--- src/rtl/par2ser_tx.sv ---
// Parallel-to-serial transmitter: one word in, DATA_W registered bits out with sof/eof framing.
// Optional even-parity trailer bit when PAR2SER_PARITY_EN is defined.
//   state  | meaning
//   IDLE   | no frame, serial outputs low
//   SHIFT  | presenting data bits, cnt_q = bits presented so far
//   PARITY | presenting the parity trailer (PAR2SER_PARITY_EN only)
module par2ser_tx #(
  parameter int DATA_W        = 20,
  parameter bit MSB_FIRST_DEF = 1'b1
) (
  input  logic              clk,
  input  logic              rst_n,
  input  logic              clr,
  input  logic              load_valid,
  output logic              load_ready,
  input  logic [DATA_W-1:0] data_in,
  input  logic              msb_first,
  output logic              s_out_port,
  output logic              s_valid,
  output logic              s_sof,
  output logic              s_eof,
  output logic              busy
);

  localparam int CNT_W = $clog2(DATA_W + 2);
  localparam logic [CNT_W-1:0] LAST_CNT = CNT_W'(DATA_W);
  localparam logic [CNT_W-1:0] PEN_CNT  = CNT_W'(DATA_W - 1);

`ifdef PAR2SER_PARITY_EN
  typedef enum logic [1:0] {IDLE = 2'd0, SHIFT = 2'd1, PARITY = 2'd2} state_t;
  logic par_q, par_d;
`else
  typedef enum logic [1:0] {IDLE = 2'd0, SHIFT = 2'd1} state_t;
`endif

  state_t            state_q, state_d;
  logic [DATA_W-1:0] sh_q, sh_d;
  logic [CNT_W-1:0]  cnt_q, cnt_d;
  logic              ord_q, ord_d;
  logic              out_q, out_d;
  logic              vld_q, vld_d;
  logic              sof_q, sof_d;
  logic              eof_q, eof_d;
  logic              rdy_q;
  logic              last_bit;
  logic              accept;

`ifdef PAR2SER_PARITY_EN
  assign last_bit = (state_q == PARITY);
`else
  assign last_bit = (state_q == SHIFT) && (cnt_q == LAST_CNT);
`endif

  // rdy_q keeps load_ready low until the first edge after reset release
  assign load_ready = rdy_q && !clr && ((state_q == IDLE) || last_bit);
  assign accept     = load_valid && load_ready;

  always_comb begin
    state_d = state_q;
    sh_d    = sh_q;
    cnt_d   = cnt_q;
    ord_d   = ord_q;
    out_d   = 1'b0;
    vld_d   = 1'b0;
    sof_d   = 1'b0;
    eof_d   = 1'b0;
`ifdef PAR2SER_PARITY_EN
    par_d   = par_q;
`endif
    if (clr) begin
      state_d = IDLE;
      cnt_d   = '0;
      sh_d    = '0;
    end else if (accept) begin
      state_d = SHIFT;
      ord_d   = msb_first;
      cnt_d   = CNT_W'(1);
      out_d   = msb_first ? data_in[DATA_W-1] : data_in[0];
      sh_d    = msb_first ? (data_in << 1) : (data_in >> 1);
      vld_d   = 1'b1;
      sof_d   = 1'b1;
`ifdef PAR2SER_PARITY_EN
      par_d   = ^data_in;
`endif
    end else if ((state_q == SHIFT) && (cnt_q != LAST_CNT)) begin
      out_d = ord_q ? sh_q[DATA_W-1] : sh_q[0];
      sh_d  = ord_q ? (sh_q << 1) : (sh_q >> 1);
      cnt_d = cnt_q + 1'b1;
      vld_d = 1'b1;
`ifndef PAR2SER_PARITY_EN
      eof_d = (cnt_q == PEN_CNT);
`endif
`ifdef PAR2SER_PARITY_EN
    end else if (state_q == SHIFT) begin
      state_d = PARITY;
      out_d   = par_q;
      cnt_d   = cnt_q + 1'b1;
      vld_d   = 1'b1;
      eof_d   = 1'b1;
`endif
    end else begin
      state_d = IDLE;
      cnt_d   = '0;
      sh_d    = '0;
    end
  end

  always_ff @(posedge clk or negedge rst_n) begin
    if (!rst_n) begin
      state_q <= IDLE;
      sh_q    <= '0;
      cnt_q   <= '0;
      ord_q   <= MSB_FIRST_DEF;
      out_q   <= 1'b0;
      vld_q   <= 1'b0;
      sof_q   <= 1'b0;
      eof_q   <= 1'b0;
      rdy_q   <= 1'b0;
`ifdef PAR2SER_PARITY_EN
      par_q   <= 1'b0;
`endif
    end else begin
      state_q <= state_d;
      sh_q    <= sh_d;
      cnt_q   <= cnt_d;
      ord_q   <= ord_d;
      out_q   <= out_d;
      vld_q   <= vld_d;
      sof_q   <= sof_d;
      eof_q   <= eof_d;
      rdy_q   <= 1'b1;
`ifdef PAR2SER_PARITY_EN
      par_q   <= par_d;
`endif
    end
  end

  assign s_out_port = out_q;
  assign s_valid    = vld_q;
  assign s_sof      = sof_q;
  assign s_eof      = eof_q;
  assign busy       = (state_q != IDLE);

endmodule
--- config.mk ---
export PLATFORM = sky130hd
export DESIGN_NAME = par2ser_tx
export DESIGN_NICKNAME = d
export VERILOG_FILES = /design/src/rtl/par2ser_tx.sv
export SDC_FILE = /design/constraint.sdc
export NUM_CORES = 1
export LEC_CHECK = 0
export CORE_MARGIN = 4
export CORE_UTILIZATION = 35
export DETAILED_ROUTE_END_ITERATION = 16
export GPL_TIMING_DRIVEN = 0
export PLACE_DENSITY_LB_ADDON = 0.25
export SLEW_MARGIN = 20
export SYNTH_ARGS = -nofsm -noshare
export SYNTH_HDL_FRONTEND = slang
export SYNTH_SLANG_ARGS = --single-unit
--- constraint.sdc ---
create_clock -name clk -period 3.05 [get_ports clk]
set_clock_uncertainty 0.05 [all_clocks]
set_input_delay 0.915 -clock clk [delete_from_list [all_inputs] [get_ports clk]]
set_output_delay 0.915 -clock clk [all_outputs]
set_load 0.005 [all_outputs]
Yosys cells after proc, flatten, opt, wreduce, memory -nomap -nowiden

Index checks and enable logic that the tools add are counted.

Output and inout port bits: 6
Register bits after elaboration: 33
Logic and storage cells: 50
Input bits: 25

Equal/unequal tests: 5
Mux-type cells: 24
Bitwise gates (word level): 1
Reduce and logical (&&, ||, !) cells: 10
Add/subtract/negate cells: 1

Operator list:

| kind                                                             | number |
|---|---|
| 20-bit 2-to-1 mux                                                | 5 |
| 5-bit 2-to-1 mux                                                 | 3 |
| 1-bit 2-to-1 mux                                                 | 13 |
| 5-bit == test (second input constant)                            | 2 |
| 2-bit 2-to-1 mux                                                 | 3 |
| 5-bit by 1-bit adder with 5-bit output (second input constant)   | 1 |
| 1-bit logical AND                                                | 5 |
| 5-bit != test (second input constant)                            | 1 |
| 3-bit != test (second input constant)                            | 1 |
| 2-bit by 1-bit == test with 1-bit output (second input constant) | 1 |
| 2-bit logical NOT                                                | 1 |
| 2-bit AND reduction                                              | 1 |
| 2-bit nonzero test                                               | 1 |
| 1-bit logical NOT                                                | 1 |
| 1-bit logical OR                                                 | 1 |
| 1-bit NOT                                                        | 1 |

Logic depth before layout (Yosys ltp)

Gate-level depths: netlist (run 1).

Depth after elaboration: 7
Gate-level depth with buffers: 7
Gate-level depth less buffers: 5

Worst setup path after synthesis (run 1)

Ideal clock, no wire load.

Path type: reg-to-output
Start point: register cnt_q[0]
End point: output load_ready
Data required time: 2.085 ns
Buffers on the path: 2
Path slack: 0.701 ns
Stages on the path, launching flop included: 8
Data arrival time: 1.384 ns
Cells stage by stage: dfrtp_1 inv_1 ha_1 nand4b_2 and2_4 buf_6 buf_6 nor3b_1

Longest elaborated chain between the ends: 4

Ends and longest elaborated chain:

| what                   | line | text |
|---|---|---|
| from (decl)            | 38   | `logic [CNT_W-1:0] cnt_q, cnt_d;` |
| from (signal assigned) | 125  | `cnt_q <= cnt_d;` |
| 5-bit == test          | 51   | `assign last_bit = (state_q == SHIFT) && (cnt_q == LAST_CNT);` |
| 1-bit logical AND      | 51   |  |
| 1-bit logical OR       | 55   | `assign load_ready = rdy_q && !clr && ((state_q == IDLE) \|\| last_bit);` |
| 1-bit logical AND      | 55   |  |
| to (decl)              | 15   | `output logic load_ready,` |

No other way between the ends.

Final worst setup path (run 1)

Same ends and word-level chain as after synthesis.

==> results of run 1 <==
-- layer usage --
metal,part of all wire,up-vias
li1,-,674
met1,0.46,655
met2,0.49,23
met3,0.036,9
met4,0.021,0
met5,0,-
-- synth_stat cells --
| cell | number |
|---|---|
| nand4bb_1 | 1 |
| nand2_1 | 1 |
| mux2_2 | 6 |
| dfrtp_1 | 31 |
| xnor2_1 | 1 |
| dfstp_2 | 1 |
| buf_6 | 3 |
| nor3b_1 | 1 |
| and2_4 | 1 |
| nand3b_1 | 2 |
| o31ai_1 | 1 |
| o22ai_1 | 1 |
| o41ai_2 | 1 |
| inv_1 | 4 |
| ha_1 | 2 |
| mux2i_1 | 38 |
| nand4b_2 | 1 |
| nor2_1 | 44 |
| nand3_1 | 2 |
| xor2_1 | 2 |
| conb_1 | 1 |
| o21ai_0 | 2 |
| nand4_1 | 2 |
| a21oi_1 | 1 |
| clkbuf_1 | 6 |
| mux2_4 | 14 |
| nor2b_1 | 1 |
| buf_2 | 4 |
-- metrics by stage --
| step | setup slack [ns] | instance area (µm²) | instances | power, mW |
|---|---|---|---|---|
| after floorplan | 0.701 | 1910 | 175 | 0.600 |
| after global placement | -0.441 | 2280 | 274 | 0.680 |
| after detailed placement | -0.445 | 2300 | 275 | 0.683 |
| after CTS | 0.00609 | 2420 | 283 | 1.10 |
| after global routing | 0.0306 | 2450 | 285 | 1.14 |
| final | 0.123 | 2450 | 285 | 1.09 |
-- critical path, delay by kind of cell (launching register included) --
family,cells,cell delay [ns]
buffers and inverters,4,0.60
and+or+nand+nor,3,0.48
DFF,1,0.41
adders and majority gates,1,0.19
-- flip-flops by register name, summed over array words and instances, names as in the netlist --
| signal | count |
|---|---|
| sh_q | 20 |
| cnt_q | 5 |
| ord_q | 1 |
| rdy_q | 1 |
| s_eof | 1 |
| s_out_port | 1 |
| s_sof | 1 |
| s_valid | 1 |
| state_q | 1 |
-- power breakdown --
part	internal [mW]	switching (mW)	leakage, nW	total, mW
sequential	0.443	0.0104	0.434	0.454
clock	0.242	0.169	0.0541	0.411
combinational	0.117	0.106	0.670	0.224
total	0.802	0.286	1.16	1.09
-- logic make-up after synthesis --
group / synth area share
muxes: 0.345
and+or+nand+nor: 0.134
AOI/OAI and AO/OA: 0.0236
buffers and inverters: 0.0479
other: 0.00197
xor gates and xnor gates: 0.0138
DFF: 0.421
adders and majority gates: 0.0131
-- final cells by class --
| cell class | instances | share of cell area |
|---|---|---|
| clock buffer | 5 | 0.0281 |
| clock inverter | 3 | 0.0174 |
| timing repair buffer | 32 | 0.130 |
| sequential | 32 | 0.328 |
| tap | 70 | 0.0358 |
| buffer | 13 | 0.0353 |
| inverter | 4 | 0.00613 |
| multi-input combinational | 126 | 0.420 |
-- worst paths after layout --
path | startpoint | end | slack (ns) | cells past startpoint
hold reg to reg | sh_q[18] | sh_q[19] | 0.50 | 2
hold / removal | rst_n | sh_q[5] | 0.36 | 1
max in group asynchronous | rst_n | ord_q | 2.17 | 2
setup reg to reg | ord_q | sh_q[5] | 1.20 | 5
setup / recovery | cnt_q[0] | load_ready | 0.12 | 8
min in group clk | sh_q[18] | sh_q[19] | 0.50 | 2
-- repair_timing --
item	4_1_cts	5_1_grt
gates resized for setup	5	2
buffers inserted	0	2
endpoints found under the setup margin	1	1
hold buffers	0	0
==> reports/summary.txt, run 1 <==
Final ANT Viol Nets: 0
largest cells by area after synthesis: dfrtp_1, mux2i_1, mux2_4, nor2_1, mux2_2
Num Clock Sinks: 32
Setup TNS: 0 ns
commonest non-fill, non-tap cell in the layout: nor2_1
# diodes: 0
Inserted Clock Buffers: 5
crit-path cells: inv_1 -> ha_1 -> nand4b_4 -> and2_4 -> buf_6 -> buf_6 -> nor3b_2 -> dlygate4sd2_1
FMAX: 0.342 GHz
startpoint types: register
top-area cell type share of the netlist area: 0.407
GRT Util Overall: 0.139
final hold viol count: 0
crit path capture type: output port
fin util: 0.470
htree depth: 2
clock buffer depth: 2
Post-DP HPWL: 3100 µm
syn nets: 202
Hold WC Path Type: input pin to asynchronous set/reset pin
via count: 1361
GP Congestion: 0.756
grt ovf: 0
vias per inst: 4.78
Final setup viols: 0
input/output buffers: 29
slowest stage delay, CP: 0.41 ns
number of core rows: 26
met1 usage: 0.176
FF/Latch Area: 802 µm²
max-cap violations: 0
Worst Path Required: 2.08 ns
most used cell, CP: buf_6
CTS tree: built
crit path max fanout: 10
initial antenna violation count: 0
Wirelength per Cell: 14.7 µm
cells after synthesis: 175
post-synth cell types: 28
most frequent cells in the layout: nor2_1, mux2i_1, dfrtp_1
RSZ-0062 raised after global routing: false
clk_lat worst skew: 0.29 ns
count of pins over their slew limit: 0
M2 GR Usage: 0.221
share of layout cells above drive strength 1: 0.209
Net count, final: 241
Clock transition at path regs: 0.07 ns
IO Pins: 31
First DRT Iteration DRCs: 26
LEAKAGE: 1.16 nW
area delta synth->final: 28.3%
Die ar.: 0.00669 mm²
Initial Utilization: 0.366
largest net degree at the start of global routing: 32
largest area contributor in the netlist: dfrtp_1
post-layout min period: 2.93 ns
Synth warnings: 0
Synth Area per Inst: 10.9 µm²
hold slack: 0.363 ns
first-pass GRT wire length: 6770 µm
Max VDD drop: 204 µV
Routed Wire Length: 4200 µm
Critical-path top delay cell: dfrtp_1
grt peak-use layer: met2
cell area after synthesis: 0.00191 mm²
DRC Markers: 0
pwr/cell area: 445 mW/mm²
Global Route met3 Usage: 0.0384
final cycle utilization of the critical path: 0.960
Detailed Routing Iterations Pass 1: 4
status: finished clean
Die Y: 81.8 µm
Core Footprint: 0.00520 mm²
Filler cells: 519
Worst Path Arrival: 1.96 ns
vias in the first global route: 1356
Multi-input gate area: 0.00103 mm²
root buf cell: clkbuf_8
WS Path Type: register to output port
register bit count reported by yosys: 32
sequential fraction of the synthesis area: 0.421
Die W: 81.8 µm
No activity file was read; power rests on OpenSTA's default activity.
==> run 2, diff against run 1 <==
--- a/config.mk
+++ b/config.mk
@@ -5,7 +5,8 @@
 export SDC_FILE = /design/constraint.sdc
 export NUM_CORES = 1
 export LEC_CHECK = 0
-export CORE_MARGIN = 4
+export CORE_ASPECT_RATIO = 1.2
+export CORE_MARGIN = 5
 export CORE_UTILIZATION = 35
 export DETAILED_ROUTE_END_ITERATION = 16
 export GPL_TIMING_DRIVEN = 0
==> run 2 against run 1 <==
Register-to-register slack improved by 0.06 ns. Clock-buffer cell count rose by 1. Highest routed layer unchanged. Critical endpoint unchanged. Cell count fell by 3.5%. First-iteration DRC count rose by 92%.
==> reports/summary.txt, run 2 (synthesis gave the netlist of run 1 again) <==
status: finished clean
first-pass GRT wire length: 7400 µm (+9.3%)
Setup TNS: 0 ns (unchanged)
Initial Utilization: 0.360 (-0.00640)
htree depth: 2 (unchanged)
Clock transition at path regs: 0.07 ns (about the same)
total power: 1.01 mW (-7.5%)
vias per inst: 4.97 (+4.0%)
final cycle utilization of the critical path: 0.927 (-0.0323)
postcts setup bufs: 0 (unchanged)
Largest register FFs: 20 (unchanged)
startpoint types: register
crit path max fanout: 10 (unchanged)
Max VDD drop: 205 µV (+0.54%)
Worst Path Arrival: 1.86 ns (-0.10 ns)
crit path capture type: output port
FMAX: 0.354 GHz (+3.5%)
commonest non-fill, non-tap cell in the layout: nor2_1
Detailed Routing Iterations Pass 1: 4 (unchanged)
Num Clock Sinks: 32 (unchanged)
Final ANT Viol Nets: 0 (unchanged)
Wirelength per Cell: 16.1 µm (+9.4%)
initial antenna violation count: 0 (unchanged)
clk_lat worst skew: 0.28 ns (about the same)
Final setup viols: 0 (unchanged)
relative slew slack: 0.661
GRT Util Overall: 0.134 (-0.00475)
Die W: 77.4 µm (-5.4%)
grt ovf: 0 (unchanged)
Net count, final: 239 (-0.83%)
share of layout cells above drive strength 1: 0.202 (-0.00742)
Hold WC Path Type: input pin to asynchronous set/reset pin
final hold viol count: 0 (unchanged)
Worst Path Required: 2.08 ns (about the same)
number of core rows: 29 (+12%)
count of pins over their slew limit: 0 (unchanged)
GP Congestion: 0.766 (+1.3%)
Routed Wire Length: 4440 µm (+5.6%)
Filler cells: 500 (-3.7%)
largest net degree at the start of global routing: 30 (-6.3%)
Setup WS pre-CTS: -0.375 ns (+0.0696 ns)
CTS tree: built
RSZ-0062 raised after global routing: false
post-layout min period: 2.83 ns (-0.0987 ns)
pwr/cell area: 420 mW/mm² (-5.5%)
Post-DP HPWL: 3250 µm (+4.9%)
# diodes: 0 (unchanged)
root buf cell: clkbuf_8
vias in the first global route: 1482 (+9.3%)
DRC Markers: 0 (unchanged)
max-cap violations: 0 (unchanged)
WS Path Type: register to output port
Die Y: 90.9 µm (+11%)
most frequent cells in the layout: nor2_1, mux2i_1, dfrtp_1
via count: 1366 (+0.37%)
largest registers: sh_q x20, cnt_q x5
First DRT Iteration DRCs: 50 (+92%)
slew at the pin closest to its max-slew limit: 0.508 ns
Final WS setup: 0.221 ns (+0.0987 ns)
input/output buffers: 29 (unchanged)
Core Footprint: 0.00530 mm² (+1.8%)
clock buffer depth: 2 (unchanged)
CTS Hold Bufs: 0 (unchanged)
CTS resizes: 5 (unchanged)
LEAKAGE: 1.14 nW (-1.6%)
Inserted Clock Buffers: 5 (unchanged)
IO Pins: 31 (unchanged)
area delta synth->final: 25.6%
Most flops, register: sh_q
Die ar.: 0.00703 mm² (+5.0%)
run 2: final timing paths:
kind | start | end | slack, ns | depth (start not counted)
hold reg to reg | cnt_q[0] | cnt_q[0] | 0.46 | 1
setup reg to reg | ord_q | sh_q[10] | 1.26 | 5
hold / removal | rst_n | sh_q[6] | 0.39 | 1
min in group clk | cnt_q[0] | cnt_q[0] | 0.46 | 1
setup / recovery | cnt_q[0] | load_ready | 0.22 | 8
max in group asynchronous | rst_n | ord_q | 2.11 | 2
run 2: power breakdown:
group          leakage (nW)  internal [mW]  switching (mW)  total [mW]
logic                 0.655          0.114           0.108       0.222
registers             0.434          0.444          0.0107       0.454
clock network        0.0510          0.180           0.150       0.330
total                  1.14          0.738           0.269        1.01
run 2: final cells by class:
class | count | area, µm² | area share
multi-input combinational | 126 | 1020 | 0.427
sequential | 32 | 802 | 0.335
timing repair buffer | 30 | 299 | 0.125
buffer | 13 | 86.3 | 0.0361
clock buffer | 6 | 82.6 | 0.0345
tap | 62 | 77.6 | 0.0324
inverter | 4 | 15.0 | 0.00627
clock inverter | 2 | 10.0 | 0.00418
run 2: worst max-delay path, cell delays in order (launching register included):
cell	delay (ns)
dfrtp_1	0.41
inv_1	0.07
ha_1	0.19
nand4b_4	0.14
and2_4	0.19
buf_6	0.13
buf_6	0.15
nor3b_1	0.17
clkbuf_2	0.14
run 2: through the flow:
| stage | hold WS, ns | util | cell area (µm²) | instances |
|---|---|---|---|---|
| floorplan | 0.425 | - | 1910 | 175 |
| global placement | 0.455 | 0.429 | 2270 | 266 |
| detailed placement | 0.462 | 0.432 | 2290 | 267 |
| CTS | 0.388 | 0.451 | 2390 | 275 |
| global route | 0.382 | 0.452 | 2390 | 275 |
| finish | 0.394 | 0.452 | 2390 | 275 |
run 2: routing by layer:
layer | wire [µm] | GRT usage | vias to the layer above | part of all wire
met3 | 191 | 0.0409 | 8 | 0.043
met5 | 0 | 0 | - | 0
met4 | 68 | 0.0444 | 0 | 0.015
met1 | 2080 | 0.175 | 666 | 0.47
li1 | - | - | 667 | -
met2 | 2100 | 0.209 | 25 | 0.47
